File: config.mk
export PLATFORM = sky130hd
export DESIGN_NAME = f2_sdram_arbiter
export DESIGN_NICKNAME = d
export VERILOG_FILES = /design/src/rtl/f2_sdram_arbiter.sv
export SDC_FILE = /design/constraint.sdc
export NUM_CORES = 1
export LEC_CHECK = 0
export ABC_AREA = 1
export BUFFER_PORTS_ARGS = -buffer_cell sky130_fd_sc_hd__buf_4
export CORE_UTILIZATION = 44
export CTS_CLUSTER_SIZE = 12
export DETAILED_ROUTE_END_ITERATION = 16
export MAX_ROUTING_LAYER = met4
export PLACE_DENSITY = 0.77
export RECOVER_POWER = 25
export SYNTH_ARGS = -nofsm -noshare
export SYNTH_HDL_FRONTEND = slang
export SYNTH_SLANG_ARGS = --single-unit
File: constraint.sdc
create_clock -name clk -period 1.4 [get_ports clk]
set_input_delay 0.42 -clock clk [delete_from_list [all_inputs] [get_ports clk]]
set_output_delay 0.42 -clock clk [all_outputs]
set_load 0.01 [all_outputs]
File: src/rtl/f2_sdram_arbiter.sv
// f2_sdram_arbiter
//   Two-client SDRAM arbiter placed directly below the F2 top level. The CPU
//   (68000 ROM / work RAM, 16-bit read/write) and the TC0100SCN tile fetcher
//   (32-bit read, issued as a two-word burst) each talk to it through a toggle
//   handshake: a request is pending while req != ack. Pending requests are
//   serialised onto the single request/grant word port of the SDRAM controller.
//   Read data and the toggled ack go back to the client that owns the transfer.
//
// Ports
//   clk, reset_n                 clock, asynchronous active-low reset
//   cpu_addr/data/be/rw/req      CPU command and request toggle
//   cpu_ack, cpu_q               CPU ack toggle and read data
//   scn_addr, scn_req            SCN ROM word address and request toggle
//   scn_ack, scn_q               SCN ack toggle, {word at addr+1, word at addr}
//   sdr_addr/data/be/rw/len/req  command to the SDRAM controller, held until sdr_gnt
//   sdr_gnt                      one-cycle pulse: command accepted
//   sdr_q, sdr_rdy               read data, one rdy pulse per transferred word
//
// States
//   state   | meaning
//   S_IDLE  | sample pending toggles, arbitrate, latch the winner's command
//   S_ISSUE | sdr_req held high with a stable command until sdr_gnt
//   S_XFER  | count sdr_rdy beats; the last beat completes and toggles the ack

module f2_sdram_arbiter #(
  parameter logic [25:0] CPU_BASE    = 26'h0000000,
  parameter logic [25:0] SCN_BASE    = 26'h0100000,
  parameter int          MAX_SCN_RUN = 4
) (
  input  logic        clk,
  input  logic        reset_n,
  input  logic [25:0] cpu_addr,
  input  logic [15:0] cpu_data,
  input  logic [1:0]  cpu_be,
  input  logic        cpu_rw,
  input  logic        cpu_req,
  output logic        cpu_ack,
  output logic [15:0] cpu_q,
  input  logic [25:0] scn_addr,
  input  logic        scn_req,
  output logic        scn_ack,
  output logic [31:0] scn_q,
  output logic [25:0] sdr_addr,
  output logic [15:0] sdr_data,
  output logic [1:0]  sdr_be,
  output logic        sdr_rw,
  output logic        sdr_len,
  output logic        sdr_req,
  input  logic        sdr_gnt,
  input  logic [15:0] sdr_q,
  input  logic        sdr_rdy
);

  typedef enum logic [1:0] {
    S_IDLE  = 2'd0,
    S_ISSUE = 2'd1,
    S_XFER  = 2'd2
  } state_t;

  localparam logic [3:0] MAX_RUN = 4'(MAX_SCN_RUN);

  state_t     state_q, state_d;
  logic       owner_scn;
  logic       beat_q;
  logic [3:0] run_q;

  logic cpu_pend, scn_pend;
  logic pick_scn, pick_cpu, gnt_take, rdy_lo, finish;

  assign cpu_pend = cpu_req ^ cpu_ack;
  assign scn_pend = scn_req ^ scn_ack;

  always_comb begin
    state_d  = state_q;
    pick_scn = 1'b0;
    pick_cpu = 1'b0;
    gnt_take = 1'b0;
    rdy_lo   = 1'b0;
    finish   = 1'b0;
    case (state_q)
      S_IDLE: begin
        // SCN has priority, except once it has taken MAX_RUN grants in a row
        // while the CPU was left waiting.
        if (scn_pend && !(cpu_pend && run_q == MAX_RUN)) begin
          pick_scn = 1'b1;
          state_d  = S_ISSUE;
        end else if (cpu_pend) begin
          pick_cpu = 1'b1;
          state_d  = S_ISSUE;
        end
      end
      S_ISSUE: begin
        if (sdr_gnt) begin
          gnt_take = 1'b1;
          state_d  = S_XFER;
        end
      end
      S_XFER: begin
        if (sdr_rdy) begin
          if (owner_scn && !beat_q) begin
            rdy_lo = 1'b1;
          end else begin
            finish  = 1'b1;
            state_d = S_IDLE;
          end
        end
      end
      default: state_d = S_IDLE;
    endcase
  end

  always_ff @(posedge clk or negedge reset_n) begin
    if (!reset_n) begin
      state_q   <= S_IDLE;
      owner_scn <= 1'b0;
      beat_q    <= 1'b0;
      run_q     <= 4'd0;
      cpu_ack   <= 1'b0;
      scn_ack   <= 1'b0;
      cpu_q     <= 16'd0;
      scn_q     <= 32'd0;
      sdr_addr  <= 26'd0;
      sdr_data  <= 16'd0;
      sdr_be    <= 2'd0;
      sdr_rw    <= 1'b0;
      sdr_len   <= 1'b0;
      sdr_req   <= 1'b0;
    end else begin
      state_q <= state_d;

      if (pick_scn) begin
        owner_scn <= 1'b1;
        beat_q    <= 1'b0;
        sdr_addr  <= scn_addr + SCN_BASE;
        sdr_be    <= 2'b11;
        sdr_rw    <= 1'b1;
        sdr_len   <= 1'b1;
        sdr_req   <= 1'b1;
      end

      if (pick_cpu) begin
        owner_scn <= 1'b0;
        beat_q    <= 1'b0;
        sdr_addr  <= cpu_addr + CPU_BASE;
        sdr_data  <= cpu_data;
        sdr_be    <= cpu_be;
        sdr_rw    <= cpu_rw;
        sdr_len   <= 1'b0;
        sdr_req   <= 1'b1;
      end

      if (gnt_take) sdr_req <= 1'b0;

      // The low half lands one beat early; the ack only moves on the last beat.
      if (rdy_lo) begin
        scn_q[15:0] <= sdr_q;
        beat_q      <= 1'b1;
      end

      if (finish) begin
        if (owner_scn) begin
          scn_q[31:16] <= sdr_q;
          scn_ack      <= ~scn_ack;
        end else begin
          if (sdr_rw) cpu_q <= sdr_q;
          cpu_ack <= ~cpu_ack;
        end
      end

      // Starvation counter: SCN grants taken while the CPU waits.
      if (pick_cpu) begin
        run_q <= 4'd0;
      end else if (state_q == S_IDLE && !cpu_pend) begin
        run_q <= 4'd0;
      end else if (pick_scn && run_q != 4'hF) begin
        run_q <= run_q + 4'd1;
      end
    end
  end

endmodule
==> results.sh, run 1 <==
export IMPL_status="finished, violations left"
export IMPL_violations="setup timing"
export IMPL_syn_inst=568
export IMPL_gp_congestion=0.818
export IMPL_synth_warnings=0
export IMPL_detailed_place_hpwl_um=9220
export IMPL_grt_overflow_total=0
export IMPL_rows=37
export IMPL_dpl_cell_count=903
export IMPL_antenna_found_initial=0
export IMPL_ys_flop_type="dfrtp_1"
export IMPL_critPathKind="register to register"
export IMPL_hold_viol_final=0
export IMPL_io_buffers=189
export IMPL_start_kind="register"
export IMPL_final_cell_area_mm2=0.00730
export IMPL_clkPwrFrac_pct=11.6
export IMPL_yosysTopAreaCellShare_pct=55.0
export IMPL_seqCellArea_mm2=0.00260
export IMPL_grt_pass1_wl_um=20000
export IMPL_p_per_area_mw_per_mm2=2120
export IMPL_vias=4667
export IMPL_layout_nets=893
export IMPL_multi_input_area_mm2=0.00200
export IMPL_internal_power_mw=9.26
export IMPL_grt_pass1_vias=4383
export IMPL_synth_area_leaders="dfrtp_1, nand2_1, nand3_1, nand3b_1, inv_1"
export IMPL_setup_violations=74
export IMPL_synth_nets=664
export IMPL_p_leak_nw=3.98
export IMPL_grt_use_total_pct=22.7
export IMPL_synth_avg_cell_area_um2=8.33
export IMPL_ys_types=25
export IMPL_critPathTopFamily="buffers and inverters"
export IMPL_critPathMaxStageDelay_ns=0.40
export IMPL_area_growth_pct=54.1
export IMPL_fill_cells=784
export IMPL_root_buffer="clkbuf_8"
export IMPL_worst_setup_path_end_kind="register"
export IMPL_clock_skew_ns=0.0133
export IMPL_fp_dieH_um=106
export IMPL_fp_dieW_um=106
export IMPL_detailed_place_area_mm2=0.00659
export IMPL_clockBufferDepth=2
export IMPL_drive_gt1_share_pct=40.3
export IMPL_fin_hold_ws_ns=0.255
export IMPL_path_buf_inv=5
export IMPL_fin_crit_sh_pct=113
export IMPL_relSlewSlack_pct=51.6
export IMPL_drt_wirelength_per_cell_um=14.3
export IMPL_ys_ff_latch=104
export IMPL_ir_drop_mv=0.945
export IMPL_path_clk_slew_ns=0.10
export IMPL_final_max_slew_viol_count=0
export IMPL_synth_largest_area_cell="dfrtp_1"
export IMPL_worstPathRequired_ns=1.65
export IMPL_initial_core_util_pct=45.6
export IMPL_worstMarginPinSlew_ns=0.726
export IMPL_crit_slowest_cell="dfrtp_1"
export IMPL_num_io_pins=190
export IMPL_synthArstFlopShare_pct=100
export IMPL_swShare_pct=40.2
export IMPL_dieArea_mm2=0.0112
export IMPL_max_freq_mhz=631
export IMPL_rsz0062_at_grt="true"
export IMPL_cts_htree_levels=3
export IMPL_grt_max_degree=34
export IMPL_finalNonFillerCells=938
export IMPL_routed_wl_um=13400
export IMPL_clk_latency_ns=0.35
export IMPL_cts_sinks=104
export IMPL_fin_crit_ns=1.58
export IMPL_seqPwrFrac_pct=34.8
export IMPL_crit_fanout=6
export IMPL_worst_ep_arrival_time_ns=1.84
export IMPL_worst_slack_ns=-0.184
export IMPL_antenna_cells=0
export IMPL_cts_made_buffers=9
export IMPL_p_comb_share_pct=53.5
export IMPL_ys_top_cells_by_count="nand2_1, dfrtp_1, nand3_1, inv_1, nand3b_1"
export IMPL_core_mm2=0.0104
export IMPL_final_antenna_net_count=0
export IMPL_dr_pass1_iters=5
export IMPL_p_sw_mw=6.21
export IMPL_cap_violations=0
export IMPL_synth_most_common_cell="nand2_1"
export IMPL_yosysSeqAreaShare_pct=55.0
export IMPL_crit_chain="inv_2, ha_4, inv_2, nor2_2, nand2_2, nand2_4, nand2_4, buf_12, buf_6, buf_6, nand2_2, nand2_1"
export IMPL_syn_area_mm2=0.00473
export IMPL_synth_edff_count=0
export IMPL_drtIter0Drc=242
export IMPL_hold_class="input port to register"
export IMPL_cts_tree="yes"
export IMPL_viasPerCell=4.98
export IMPL_route_detailed_drc=0
cell usage in the layout (no fill, tap or decap), types with 9 or more instances in the layout:
cell / netlist / routed
buf_4: 4 / 214
buf_6: 2 / 13
nand3b_1: 26 / 26
o21ai_1: 2 / 9
buf_12: 0 / 9
nand2_1: 219 / 198
inv_1: 48 / 45
nand2_2: 2 / 19
dfrtp_1: 104 / 103
clkbuf_8: 0 / 10
o21ai_2: 0 / 9
nand3_2: 0 / 12
nor2_1: 15 / 13
nand3_1: 77 / 65
cell type report:
type | count | share of cell area [%]
Inverter | 53 | 2.86
Clock inverter | 6 | 0.703
Tap cell | 136 | 2.33
Timing Repair Buffer | 245 | 29.1
Sequential cell | 104 | 35.7
Multi-Input combinational cell | 384 | 27.4
Clock buffer | 10 | 1.89
registers in the layout, summed over array words and instances (netlist names), 2 cells and up:
| name | count |
|---|---|
| sdr_be | 2 |
| scn_q | 32 |
| cpu_q | 16 |
| run_q | 4 |
| sdr_addr | 26 |
| sdr_data | 16 |
| state_q | 2 |
per-stage QoR:
stage,util [%],setup TNS (ns),worst slack [ns],total power [mW]
global placement,63.5,-8.18,-0.209,12.6
CTS,67.0,-5.15,-0.137,15.0
finish,70.4,-7.70,-0.184,15.5
floorplan,-,-4.38,-0.108,9.06
global route,70.4,-12.88,-0.242,16.6
detailed placement,63.5,-11.11,-0.258,12.8
routing by layer:
metal / routed length [um] / track usage, % / vias up
li1: - / - / 2247
met1: 5430 / 29.0 / 2192
met2: 6740 / 37.9 / 200
met3: 892 / 3.34 / 28
met4: 314 / 6.55 / 0
met5: 0 / - / -
power by group through the flow:
stage               Sequential (mW)  Clock, mW  Combinational (mW)
floorplan                      5.91          0                3.15
global placement               5.34          0                7.21
detailed placement             5.37          0                7.42
CTS                            5.34       1.84                7.80
global route                   5.53       1.96                9.07
finish                         5.39       1.80                8.28
path summary, 6_finish.rpt:
| kind | slack, ns | endpoint | start | cells after the start |
|---|---|---|---|---|
| setup / recovery | -0.18 | sdr_data[13]$_DFFE_PN0N_ | run_q[0]$_DFFE_PN0P_ | 12 |
| hold / removal | 0.25 | sdr_data[11]$_DFFE_PN0N_ | cpu_data[11] | 3 |
| setup reg to reg | -0.18 | sdr_data[13]$_DFFE_PN0N_ | run_q[0]$_DFFE_PN0P_ | 12 |
| hold reg to reg | 0.48 | scn_q[1]$_DFFE_PN0P_ | scn_q[1]$_DFFE_PN0P_ | 2 |
| max in group asynchronous | 0.11 | sdr_addr[19]$_DFFE_PN0P_ | reset_n | 3 |
| min in group asynchronous | 0.65 | cpu_q[2]$_DFFE_PN0P_ | reset_n | 2 |
logic make-up after synthesis:
logic type / count (synthesis) / share of synthesized area [%]
flip-flops: 104 / 55.0
AND/OR/NAND/NOR: 350 / 32.7
AO/OA/AOI/OAI: 22 / 2.62
XOR/XNOR: 8 / 1.48
adder cells (fa/ha/maj): 3 / 0.793
buffers and inverters: 81 / 7.40
repair_timing:
item	in CTS	in global routing
pin swaps	6	22
endpoints found under the setup margin	61	93
hold buffers	1	0
cloned	2	6
resized for setup	21	69
endpoints found under the hold margin	22	0
buffers inserted	6	5
worst min-delay path: stages:
cell     delay, ns
buf_4         0.07
nand2_1       0.04
nand2_1       0.04
Power figures use the tool's default switching activity.
==> run 2: changes to the inputs <==
Settings changed: CORE_UTILIZATION 44 to 29, PLACE_DENSITY 0.77 to 0.54.
==> run 2 against run 1 <==
Net effect: the run still ends with setup timing left; first-iteration DRC count up 15%; sequential cell count unchanged; critical endpoint is now sdr_data[1]$_DFFE_PN0N_; total power up 13%; global-route usage down 5.2 points; sequential power up 1%; routed wire length up 14%; clock skew down 0.0068 ns; design area up 7.9%; highest routed layer unchanged; count of clock-buffer cells in the layout down 1; non-clock buffer count up 8.
==> results.sh, run 2 (same netlist as run 1, synthesis figures left out) <==
export IMPL_grt_busiest_layer="met2"
export IMPL_cts_htree_levels=3
export IMPL_gp_congestion=0.834
export IMPL_largest_register="scn_q"
export IMPL_dr_pass1_iters=5
export IMPL_path_clk_slew_ns=0.07
export IMPL_detailed_place_hpwl_um=9950
export IMPL_violations="setup timing"
export IMPL_routed_wl_um=15200
export IMPL_cts_sinks=104
export IMPL_internal_power_mw=10.7
export IMPL_start_kind="register"
export IMPL_swShare_pct=39.0
export IMPL_root_buffer="clkbuf_16"
export IMPL_worst_setup_path_end_kind="register"
export IMPL_multi_input_area_mm2=0.00220
export IMPL_antenna_found_initial=0
export IMPL_grt_use_total_pct=17.6
export IMPL_reg_top3="scn_q x32, sdr_addr x26"
export IMPL_fill_cells=1534
export IMPL_ir_drop_mv=0.812
export IMPL_relSlewSlack_pct=63.5
export IMPL_p_sw_mw=6.80
export IMPL_rsz0062_at_grt="true"
export IMPL_dpl_cell_count=987
export IMPL_grtUsageMet3_pct=3.20
export IMPL_worstPathRequired_ns=1.68
export IMPL_io_buffers=189
export IMPL_clk_latency_ns=0.35
export IMPL_crit_fanout=7
export IMPL_hold_class="input port to register"
export IMPL_final_max_slew_viol_count=0
export IMPL_dieArea_mm2=0.0168
export IMPL_core_mm2=0.0159
export IMPL_fin_crit_sh_pct=113
export IMPL_grt_overflow_total=0
export IMPL_seqCellArea_mm2=0.00261
export IMPL_fin_crit_ns=1.59
export IMPL_area_growth_pct=66.3
export IMPL_largest_reg_flops=32
export IMPL_layout_nets=901
export IMPL_met2_usage_pct=26.7
export IMPL_seqPwrFrac_pct=31.2
export IMPL_worst_slack_ns=-0.187
export IMPL_p_leak_nw=4.23
export IMPL_fp_dieW_um=130
export IMPL_cts_tree="yes"
export IMPL_status="finished, violations left"
export IMPL_p_per_area_mw_per_mm2=2220
export IMPL_drive_gt1_share_pct=45.3
export IMPL_final_common_cell="buf_4"
export IMPL_fin_hold_ws_ns=0.270
export IMPL_grt_pass1_vias=4466
export IMPL_rows=46
export IMPL_clockBufferDepth=2
export IMPL_grt_max_degree=48
export IMPL_max_freq_mhz=630
export IMPL_setup_violations=71
export IMPL_antenna_cells=0
export IMPL_power_mw=17.5
export IMPL_critPathKind="register to register"
export IMPL_worst_ep_arrival_time_ns=1.87
export IMPL_final_cell_mix="buf_4, nand2_1, dfrtp_1"
export IMPL_grtUsageMet1_pct=23.6
export IMPL_grt_pass1_wl_um=22400
export IMPL_finalNonFillerCells=1026
export IMPL_initial_core_util_pct=29.8
export IMPL_worstMarginPinSlew_ns=0.548
export IMPL_num_io_pins=190
export IMPL_final_antenna_net_count=0
export IMPL_cap_violations=0
export IMPL_route_detailed_drc=0
export IMPL_fin_setup_tns_ns=-7.51
export IMPL_hold_viol_final=0
export IMPL_vias=4704
export IMPL_clkPwrFrac_pct=15.7
export IMPL_clock_skew_ns=0.00644
export IMPL_viasPerCell=4.58
export IMPL_cts_made_buffers=9
export IMPL_drt_wirelength_per_cell_um=14.9
export IMPL_drtIter0Drc=278
export IMPL_p_comb_share_pct=53.1
export IMPL_fp_dieH_um=130
[run 2: changes by cell type in the layout (fill, tap and decap cells not counted), sizes merged]
cell,change
buf,+6
inv,-2
clkbuf,+1
bufinv,+2
clkinvlp,+2
clkinv,-1
[run 2: area by class of cell]
type | instances | share of cell area (%)
repair buffers | 253 | 28.8
well taps | 216 | 3.43
multi-input cells | 384 | 27.9
flip-flops and latches | 104 | 33.1
inverters | 53 | 2.75
clock buffers | 9 | 2.86
clock inverters | 7 | 1.19
[run 2: repair_timing]
action / CTS / global route
cloned: 3 / 8
resized for setup: 37 / 123
hold buffers: 1 / 0
hold endpoints to repair: 15 / 0
setup endpoints to repair: 103 / 106
pin swaps: 8 / 24
setup buffers: 4 / 7
[run 2: final timing paths]
path                                      endpoint  slack [ns]            startpoint  cells past startpoint
setup reg to reg           sdr_data[1]$_DFFE_PN0N_       -0.19   cpu_ack$_DFFE_PN0P_                     10
max in group asynchronous      cpu_ack$_DFFE_PN0P_        0.10               reset_n                      3
setup / recovery           sdr_data[1]$_DFFE_PN0N_       -0.19   cpu_ack$_DFFE_PN0P_                     10
min in group asynchronous     cpu_q[4]$_DFFE_PN0P_        0.60               reset_n                      2
hold / removal             sdr_data[2]$_DFFE_PN0N_        0.27           cpu_data[2]                      3
hold reg to reg               scn_q[8]$_DFFE_PN0P_        0.48  scn_q[8]$_DFFE_PN0P_                      2
[run 2: power by group through the flow]
stage	clock, mW	combinational [mW]	sequential [mW]
6_report	2.74	9.27	5.45
5_1_grt	2.92	10.1	5.62
4_1_cts	2.81	8.28	5.39
3_5_place_dp	0	7.61	5.40
3_3_place_gp	0	7.45	5.38
2_1_floorplan	0	3.15	5.91
[run 2: through the flow]
step	util [%]	setup slack (ns)	instance area, um^2
2_1_floorplan	-	-0.108	4760
3_3_place_gp	42.2	-0.241	6700
3_5_place_dp	42.2	-0.271	6700
4_1_cts	45.9	-0.155	7300
5_1_grt	49.6	-0.265	7870
6_report	49.6	-0.187	7870
[run 2: worst max-delay path, stage by stage (launching register included)]
cell and delay, ns:
dfrtp_2 0.44, inv_2 0.06, nand2_2 0.05, buf_6 0.12, a21oi_4 0.25, nand2_8 0.12
buf_12 0.16, clkinv_8 0.06, buf_12 0.13, nand2_2 0.05, nand2_1 0.06
[run 2: metal layers]
| layer | share of wire [%] | vias to the layer above | routed length (um) |
|---|---|---|---|
| met5 | 0 | - | 0 |
| met4 | 1.4 | 0 | 213 |
| met3 | 6.3 | 18 | 961 |
| met2 | 47 | 187 | 7230 |
| met1 | 45 | 2232 | 6840 |
| li1 | - | 2267 | - |
==> run 3: changes to the inputs <==
Settings changed: CTS_BUF_LIST set to sky130_fd_sc_hd__clkbuf_8.
==> run 3 against run 2 <==
Net effect: via count fell by 0.51%; global-route usage fell by 0.27 points; largest cell class unchanged; the run still ends with setup timing left; critical endpoint is now sdr_data[15]$_DFFE_PN0N_; routed wire length fell by 2.2%.
==> results.sh, run 3 (same netlist as run 1, synthesis figures left out) <==
export IMPL_internal_power_mw=10.0
export IMPL_cap_violations=0
export IMPL_vias=4680
export IMPL_critPathTopFamily="buffers and inverters"
export IMPL_ir_drop_mv=0.714
export IMPL_worst_ep_arrival_time_ns=1.88
export IMPL_worstPathRequired_ns=1.67
export IMPL_fp_dieW_um=130
export IMPL_clock_skew_ns=0.00925
export IMPL_grt_use_total_pct=17.3
export IMPL_antenna_cells=0
export IMPL_path_buf_inv=4
export IMPL_grt_pass1_vias=4439
export IMPL_rows=46
export IMPL_routed_wl_um=14900
export IMPL_grt_max_degree=48
export IMPL_core_mm2=0.0159
export IMPL_setup_violations=71
export IMPL_cts_tree="yes"
export IMPL_detailed_place_hpwl_um=9950
export IMPL_cts_htree_levels=3
export IMPL_fin_hold_ws_ns=0.241
export IMPL_critPathMaxStageDelay_ns=0.45
export IMPL_drive_gt1_share_pct=42.9
export IMPL_cts_sinks=104
export IMPL_fin_crit_sh_pct=115
export IMPL_hold_class="input port to register"
export IMPL_critPathKind="register to register"
export IMPL_p_sw_mw=6.61
export IMPL_final_cell_mix="buf_4, nand2_1, dfrtp_1"
export IMPL_worstReg2RegEnd="sdr_data[15]$_DFFE_PN0N_"
export IMPL_grt_pass1_wl_um=22000
export IMPL_rsz0062_at_grt="true"
export IMPL_drtIter0Drc=254
export IMPL_layout_nets=905
export IMPL_fp_dieH_um=130
export IMPL_antenna_found_initial=0
export IMPL_violations="setup timing"
export IMPL_drt_wirelength_per_cell_um=14.5
export IMPL_crit_fanout=6
export IMPL_worst_setup_path_end_kind="register"
export IMPL_fin_setup_tns_ns=-9.07
export IMPL_seqPwrFrac_pct=32.5
export IMPL_viasPerCell=4.54
export IMPL_crit_slowest_cell="dfrtp_2"
export IMPL_root_buffer="clkbuf_8"
export IMPL_area_growth_pct=62.5
export IMPL_num_io_pins=190
export IMPL_final_max_slew_viol_count=0
export IMPL_clkPwrFrac_pct=12.5
export IMPL_max_freq_mhz=622
export IMPL_gp_congestion=0.834
export IMPL_dieArea_mm2=0.0168
export IMPL_grt_overflow_total=0
export IMPL_io_buffers=189
export IMPL_p_comb_share_pct=55.0
export IMPL_power_mw=16.7
export IMPL_largest_reg_flops=32
export IMPL_path_clk_slew_ns=0.10
export IMPL_hold_end="sdr_data[2]$_DFFE_PN0N_"
export IMPL_min_from="cpu_data[2]"
export IMPL_relSlewSlack_pct=63.9
export IMPL_largest_register="scn_q"
export IMPL_worstHoldPathCells=3
export IMPL_finalNonFillerCells=1030
export IMPL_route_detailed_drc=0
export IMPL_swShare_pct=39.7
export IMPL_rrSetupSlack_ns=-0.21
export IMPL_dr_pass1_iters=4
export IMPL_fill_cells=1562
export IMPL_reg2reg_depth=9
export IMPL_clk_latency_ns=0.37
export IMPL_start_kind="register"
export IMPL_reg_top3="scn_q x32, sdr_addr x26"
export IMPL_fin_crit_ns=1.61
export IMPL_final_antenna_net_count=0
export IMPL_clockBufferDepth=2
export IMPL_worst_slack_ns=-0.207
export IMPL_path_common_cell="nand2_1"
export IMPL_initial_core_util_pct=29.8
export IMPL_p_leak_nw=4.14
export IMPL_crit_chain="inv_2, nand2_2, buf_6, a21oi_4, nand2_8, buf_12, clkbuf_16, nand2_1, nand2_1"
export IMPL_r2r_start="cpu_ack$_DFFE_PN0P_"
export IMPL_final_common_cell="buf_4"
export IMPL_hold_viol_final=0
export IMPL_worstMarginPinSlew_ns=0.541
export IMPL_status="finished, violations left"
export IMPL_p_per_area_mw_per_mm2=2160
export IMPL_dpl_cell_count=987
export IMPL_cts_made_buffers=9
==> run 3: changes by cell type in the layout (fill, tap and decap cells not counted), sizes merged <==
cell	previous run	this run
buf	244	250
bufbuf	1	0
clkbuf	16	15
==> run 3: worst max-delay path by stage <==
stage,startpoint,endpoint,cells past startpoint
2_1_floorplan,run_q[0]$_DFFE_PN0P_,sdr_addr[13]$_DFFE_PN0P_,11
3_3_place_gp,cpu_req,sdr_addr[25]$_DFFE_PN0P_,10
5_1_grt,run_q[0]$_DFFE_PN0P_,sdr_data[1]$_DFFE_PN0N_,12
6_report,cpu_ack$_DFFE_PN0P_,sdr_data[15]$_DFFE_PN0N_,9
4_1_cts,run_q[0]$_DFFE_PN0P_,run_q[1]$_DFFE_PN0P_,10
3_5_place_dp,cpu_req,sdr_addr[11]$_DFFE_PN0P_,10
==> run 3: tightest hold or removal path, cell delays in order <==
cell,delay (ns)
buf_4,0.08
nand2_2,0.04
nand2_1,0.05
==> run 3: repair_timing <==
item	4_1_cts	5_1_grt
resized for setup	35	103
hold buffers	1	0
buffers inserted	6	10
pin swaps	8	21
cloned	3	7
hold endpoints to repair	15	0
setup endpoints to repair	105	108
==> run 3: per-layer routing <==
| metal | vias to the layer above | global-route usage (%) | share of wire (%) | wire length [um] |
|---|---|---|---|---|
| met5 | - | - | 0 | 0 |
| met4 | 0 | 5.81 | 1.1 | 163 |
| met3 | 15 | 3.28 | 6.5 | 969 |
| met2 | 177 | 26.4 | 47 | 7070 |
| met1 | 2223 | 23.1 | 45 | 6710 |
| li1 | 2265 | - | - | - |
==> run 3: area by class of cell <==
cell class / instances / area (um^2) / share of cell area [%]
multi-input combinational: 384 / 2080 / 27.1
clock buffer: 9 / 124 / 1.61
inverter: 53 / 219 / 2.85
clock inverter: 7 / 93.8 / 1.22
sequential: 104 / 2610 / 33.9
timing repair buffer: 257 / 2300 / 29.9
tap: 216 / 270 / 3.51
==> run 3: power groups by stage <==
stage / logic (mW) / registers [mW] / clock network [mW]
finish: 9.15 / 5.42 / 2.08
global route: 10.0 / 5.59 / 2.28
CTS: 8.31 / 5.36 / 2.17
detailed placement: 7.61 / 5.40 / 0
global placement: 7.45 / 5.38 / 0
floorplan: 3.15 / 5.91 / 0
==> run 3: through the flow <==
stage | area, um^2 | utilization (%) | worst slack (ns)
detailed placement | 6700 | 42.2 | -0.271
global route | 7690 | 48.4 | -0.288
floorplan | 4760 | - | -0.108
finish | 7690 | 48.4 | -0.207
CTS | 7200 | 45.3 | -0.155
global placement | 6700 | 42.2 | -0.241
